<file path="config.mk">
export PLATFORM = sky130hd
export DESIGN_NAME = mem_addr_sequencer
export DESIGN_NICKNAME = d
export VERILOG_FILES = /design/src/rtl/mem_addr_pkg.sv /design/src/rtl/addr_src_mux.sv /design/src/rtl/mem_addr_sequencer.sv
export SDC_FILE = /design/constraint.sdc
export NUM_CORES = 1
export LEC_CHECK = 0
export CAP_MARGIN = 20
export CORE_MARGIN = 8
export CORE_UTILIZATION = 28
export CTS_BUF_LIST = sky130_fd_sc_hd__clkbuf_8
export CTS_CLUSTER_SIZE = 20
export DETAILED_ROUTE_END_ITERATION = 16
export GPL_TIMING_DRIVEN = 0
export PLACE_DENSITY = 0.84
export SLEW_MARGIN = 5
export SYNTH_ARGS = -nofsm -noshare
export SYNTH_HDL_FRONTEND = slang
export SYNTH_HIERARCHICAL = 1
export SYNTH_SLANG_ARGS = --single-unit
export TNS_END_PERCENT = 20
</file>
<file path="constraint.sdc">
create_clock -name clk -period 2.7 [get_ports clk]
set_input_delay 0.675 -clock clk [delete_from_list [all_inputs] [get_ports clk]]
set_output_delay 0.675 -clock clk [all_outputs]
set_load 0.01 [all_outputs]
</file>
<file path="src/rtl/mem_addr_pkg.sv">
// Shared types and constants for the memory-address sequencer and its datapath clients.
package mem_addr_pkg;

    typedef enum logic [1:0] {
        IDLE    = 2'd0,
        WAIT    = 2'd1,
        CAPTURE = 2'd2
    } state_t;

    localparam int SRC_PC     = 0;
    localparam int SRC_ALUOUT = 1;
    localparam int SRC_ALU    = 2;

    localparam int DEF_VEC_BASE = 253;

endpackage

</file>
<file path="src/rtl/addr_src_mux.sv">
// N:1 combinational address selector; an index with no matching source yields zero.
module addr_src_mux #(
    parameter int ADDR_W  = 32,
    parameter int NUM_SRC = 4,
    parameter int SEL_W   = 2
) (
    input  logic [SEL_W-1:0]          sel,
    input  logic [NUM_SRC*ADDR_W-1:0] src_bus,
    output logic [ADDR_W-1:0]         addr
);

    always_comb begin
        addr = '0;
        for (int i = 0; i < NUM_SRC; i++) begin
            if (sel == SEL_W'(i)) begin
                addr = src_bus[i*ADDR_W +: ADDR_W];
            end
        end
    end

endmodule

</file>
<file path="src/rtl/mem_addr_sequencer.sv">
// Memory-address source select plus exception-vector fetch sequencer.
// A request accepted in IDLE at edge N yields a one-cycle vec_valid in cycle N+MEM_LAT+1.
module mem_addr_sequencer
    import mem_addr_pkg::*;
#(
    parameter int ADDR_W   = 32,
    parameter int NUM_SRC  = 4,
    parameter int SEL_W    = 2,
    parameter int NUM_VEC  = 3,
    parameter int CODE_W   = 2,
    parameter int VEC_BASE = DEF_VEC_BASE,
    parameter int MEM_LAT  = 1
) (
    input  logic                      clk,
    input  logic                      reset,
    input  logic [SEL_W-1:0]          src_sel,
    input  logic [NUM_SRC*ADDR_W-1:0] src_bus,
    input  logic                      exc_req,
    input  logic [CODE_W-1:0]         exc_code,
    input  logic [7:0]                mem_rdata,
    output logic [ADDR_W-1:0]         mem_addr,
    output logic                      busy,
    output logic                      vec_valid,
    output logic [ADDR_W-1:0]         vec_target,
    output logic                      bad_code
);

    localparam int CNT_W = (MEM_LAT > 1) ? $clog2(MEM_LAT) : 1;
    localparam logic [CODE_W:0] NUM_VEC_X = (CODE_W+1)'(NUM_VEC);

    state_t              state_q, state_d;
    logic [CNT_W-1:0]    cnt_q, cnt_d;
    logic [CODE_W-1:0]   code_q, code_d;
    logic                busy_q, busy_d;
    logic                vec_valid_q, vec_valid_d;
    logic [ADDR_W-1:0]   vec_target_q, vec_target_d;
    logic                bad_code_q, bad_code_d;
    logic [ADDR_W-1:0]   mux_addr;

    addr_src_mux #(
        .ADDR_W  (ADDR_W),
        .NUM_SRC (NUM_SRC),
        .SEL_W   (SEL_W)
    ) u_addr_src_mux (
        .sel     (src_sel),
        .src_bus (src_bus),
        .addr    (mux_addr)
    );

    // While fetching, the vector address is pinned to the latched code.
    assign mem_addr   = (state_q == IDLE) ? mux_addr
                                          : ADDR_W'(VEC_BASE) + ADDR_W'(code_q);
    assign busy       = busy_q;
    assign vec_valid  = vec_valid_q;
    assign vec_target = vec_target_q;
    assign bad_code   = bad_code_q;

    always_comb begin
        state_d      = state_q;
        cnt_d        = cnt_q;
        code_d       = code_q;
        busy_d       = busy_q;
        vec_valid_d  = 1'b0;
        vec_target_d = vec_target_q;
        bad_code_d   = bad_code_q;
        case (state_q)
            IDLE: begin
                if (exc_req) begin
                    // Out-of-range codes are flagged and redirected to the last vector.
                    if ({1'b0, exc_code} >= NUM_VEC_X) begin
                        bad_code_d = 1'b1;
                        code_d     = CODE_W'(NUM_VEC - 1);
                    end else begin
                        code_d     = exc_code;
                    end
                    cnt_d   = CNT_W'(MEM_LAT - 1);
                    busy_d  = 1'b1;
                    state_d = WAIT;
                end
            end
            WAIT: begin
                if (cnt_q != '0) begin
                    cnt_d = cnt_q - CNT_W'(1);
                end else begin
                    state_d = CAPTURE;
                end
            end
            CAPTURE: begin
                vec_target_d = ADDR_W'(mem_rdata);
                vec_valid_d  = 1'b1;
                busy_d       = 1'b0;
                state_d      = IDLE;
            end
            default: begin
                busy_d  = 1'b0;
                state_d = IDLE;
            end
        endcase
    end

    always_ff @(posedge clk) begin
        if (reset) begin
            state_q      <= IDLE;
            cnt_q        <= '0;
            code_q       <= '0;
            busy_q       <= 1'b0;
            vec_valid_q  <= 1'b0;
            vec_target_q <= '0;
            bad_code_q   <= 1'b0;
        end else begin
            state_q      <= state_d;
            cnt_q        <= cnt_d;
            code_q       <= code_d;
            busy_q       <= busy_d;
            vec_valid_q  <= vec_valid_d;
            vec_target_q <= vec_target_d;
            bad_code_q   <= bad_code_d;
        end
    end

endmodule

</file>
==> metrics.md <==
| Metric | Value |
|---|---|
| Run status | `finished, final reports clean` |
| Mapped Area | `1790 um2` |
| Clock Root Buffer | `sky130_fd_sc_hd__clkbuf_8` |
| Layout overhead on the synthesized area | `116%` |
| Cell Count, Final, Fillers Out | `451` |
| Total of warnings raised by yosys | `6` |
| Leading area contributor after synthesis | `sky130_fd_sc_hd__mux4_2` |
| RSZ-0062 raised after global routing | `false` |
| Count of final setup violators | `0` |
| Area fraction of the dominant cell type after synthesis | `37.8%` |
| Share of cells above drive strength 1 | `19.8%` |
| Number of DRC violations after detailed routing | `0` |
| Vertical extent of the die | `95.9 um` |
| Number of placement rows | `29` |
| Vias in the first global route | `2345` |
| Max-slew violation count | `0` |
| Avg Inst Size Synth | `11.0 um2` |
| Post-DR wirelength/cell | `19.9 um` |
| CP Data Required Time | `2.03 ns` |
| Routed Wire Length | `8.97 mm` |
| Top-Level Pins | `210` |
| Router iterations before antenna repair | `4` |
| Post-route minimum period | `2.68 ns` |
| CTS Sinks | `15` |
| Dpl cells | `447` |
| Core Box Area | `6280 um2` |
| H-Tree Level Count | `1` |
| Most common cell after layout, fill and taps aside | `sky130_fd_sc_hd__clkdlybuf4s50_1` |
| Crit path DAT | `2.00 ns` |
| Post-cts hold buffer count | `0` |
| Setup TNS Final | `0 ns` |
| Number of nets still failing antenna checks after routing | `0` |
| Period utilisation layout | `99.2%` |
| Commonest non-fill, non-tap cells in the layout | `151 x sky130_fd_sc_hd__clkdlybuf4s50_1, 30 x sky130_fd_sc_hd__mux4_2, 24 x sky130_fd_sc_hd__buf_4, 24 x sky130_fd_sc_hd__conb_1, 23 x sky130_fd_sc_hd__and2_1` |
| Clock Pin Slew Worst Setup and Hold Paths | `0.05 ns` |
| CTS tree | `built` |
| GR Overflow Total | `0` |
| Distinct cell type count after synthesis | `25` |
| DR vias | `2089` |
| Seq cells post-synth | `15` |
| Post-Synthesis Cells | `163` |
| Starting utilization of the core area | `28.5%` |
| Number of violations of the max-capacitance limit | `0` |
| Insertion delay of the later-clocked pin in the worst-skew pair | `0.25 ns` |
| Longest Clk Path Bufs | `2` |
| RePlAce Congestion | `0.882` |
| Mean number of vias per cell | `4.63` |
| Leakage Power | `1.64 nW` |
| Die area | `9190 um2` |
| Nets@finish | `520` |
| Post-place setup slack | `-0.659 ns` |
| Worst Setup Slack, final | `0.0211 ns` |
| Critical Path Sink Type | `output port` |
| Fill count | `520` |
| Pwr/cell area | `265 nW/um2` |
| Number of antenna violations at the first check in global routing | `0` |
| Worst clock skew | `0.00967 ns` |
| GR Util All Layers | `18.6%` |
| Design Power | `1.02 mW` |
| Critical path startpoint category | `input port` |
| Dominant cells by area after synthesis | `sky130_fd_sc_hd__mux4_2 38%, sky130_fd_sc_hd__dfxtp_1 17%, sky130_fd_sc_hd__buf_4 10%` |
| Share of synthesized flip-flops with an asynchronous set or reset | `0%` |
| Antenna Cells | `0` |
| Worst Path Class, Setup | `input port to output port` |
| Die width | `95.9 um` |
| Final number of hold-violating endpoints | `0` |
| Min-delay worst type | `flip-flop to flip-flop` |
| Pin count of the biggest net entering global routing | `11` |
| Cts bufs inserted | `3` |
| Final-layout worst hold slack | `0.462 ns` |
| Highest clock frequency the design can meet | `373 MHz` |
| Global-route wire length before repair | `13.0 mm` |
| Post-DP HPWL | `8.15 mm` |
| Number of synthesized flops with an enable pin | `0` |
| Number of DRC violations after detailed-routing iteration 0 | `30` |
| Worst voltage drop across the vdd grid | `241 uV` |
| Primary flip-flop cell chosen by synthesis mapping | `sky130_fd_sc_hd__dfxtp_1` |
| Port Buffers | `184` |
| Share of synthesized area occupied by flip-flops and latches | `16.8%` |
| Biggest fanout along the worst timing path | `1` |
[power breakdown]
group	internal, mW	switching, mW	total, mW	leakage [nW]
Clock	0.102	0.0765	0.179	0.0255
Combinational	0.401	0.205	0.607	1.49
Sequential	0.230	0.00703	0.237	0.122
[stage by stage]
| stage | utilization [%] | cell area (um2) |
|---|---|---|
| 3_3_place_gp | 60.7 | 3810 |
| 2_1_floorplan | - | 1870 |
| 4_1_cts | 61.0 | 3830 |
| 3_5_place_dp | 60.7 | 3810 |
| 5_1_grt | 61.4 | 3860 |
| 6_report | 61.4 | 3860 |
[timing repair]
item	in CTS	in global routing
setup endpoints to repair	32	15
gates cloned	0	0
buffers inserted	0	0
pin swaps	0	0
resized for setup	40	16
[sequential cells by signal, indices dropped and copies added (netlist names)]
register	cells
bad_code	1
code_q	2
vec_valid	1
vec_target	8
busy	1
state_q	2
[routing by layer]
metal / share of wire [%] / global-route usage, %
met5: 0 / 0
met4: 1.4 / 3.84
met3: 10 / 6.16
met2: 55 / 34.4
met1: 34 / 20.0
[worst max-delay path, stage by stage]
cell and delay (ns):
sky130_fd_sc_hd__clkdlybuf4s50_1 0.42, sky130_fd_sc_hd__mux4_2 0.47, sky130_fd_sc_hd__and2_1 0.15, sky130_fd_sc_hd__dlygate4sd2_1 0.29
[layout make-up]
type | count | area [um2] | area share, %
Tap cell | 77 | 96.3 | 2.50
Clock inverter | 1 | 5.00 | 0.130
Multi-Input combinational cell | 132 | 1270 | 32.9
Buffer | 37 | 314 | 8.14
Sequential cell | 15 | 300 | 7.79
Timing Repair Buffer | 184 | 1820 | 47.2
Clock buffer | 3 | 41.3 | 1.07
Inverter | 2 | 7.51 | 0.195
[synth_stat cells, types with 2 or more instances]
master / count
sky130_fd_sc_hd__buf_12: 3
sky130_fd_sc_hd__mux2_1: 2
sky130_fd_sc_hd__dfxtp_1: 15
sky130_fd_sc_hd__nor2b_1: 3
sky130_fd_sc_hd__nor3_1: 2
sky130_fd_sc_hd__mux4_2: 30
sky130_fd_sc_hd__buf_4: 24
sky130_fd_sc_hd__inv_1: 2
sky130_fd_sc_hd__buf_2: 8
sky130_fd_sc_hd__mux4_1: 2
sky130_fd_sc_hd__nand2_1: 17
sky130_fd_sc_hd__and2_1: 23
sky130_fd_sc_hd__a21oi_1: 9
sky130_fd_sc_hd__ha_1: 2
sky130_fd_sc_hd__a21o_1: 5
sky130_fd_sc_hd__nor2_1: 5
sky130_fd_sc_hd__mux2i_1: 3
[final timing paths]
path                                                 start                    endpoint  slack [ns]  cells past startpoint
worst max-delay path                          src_bus[122]                mem_addr[26]        0.02                      4
worst min-delay path            vec_target[6]$_SDFFE_PP0P_  vec_target[6]$_SDFFE_PP0P_        0.46                      2
worst max register to register     state_q[0]$_SDFFE_PP0P_      code_q[1]$_SDFFE_PP0P_        1.59                      3
worst min register to register  vec_target[6]$_SDFFE_PP0P_  vec_target[6]$_SDFFE_PP0P_        0.46                      2
[cell families after synthesis]
group	count (synthesis)	synth area share, %
buf+inv	39	16.9
flops	15	16.8
compound gates	16	5.25
simple gates	53	15.7
other cells	1	0.210
fa+ha+maj	2	1.40
mux	37	43.7
No activity file was read; power rests on OpenSTA's default activity.
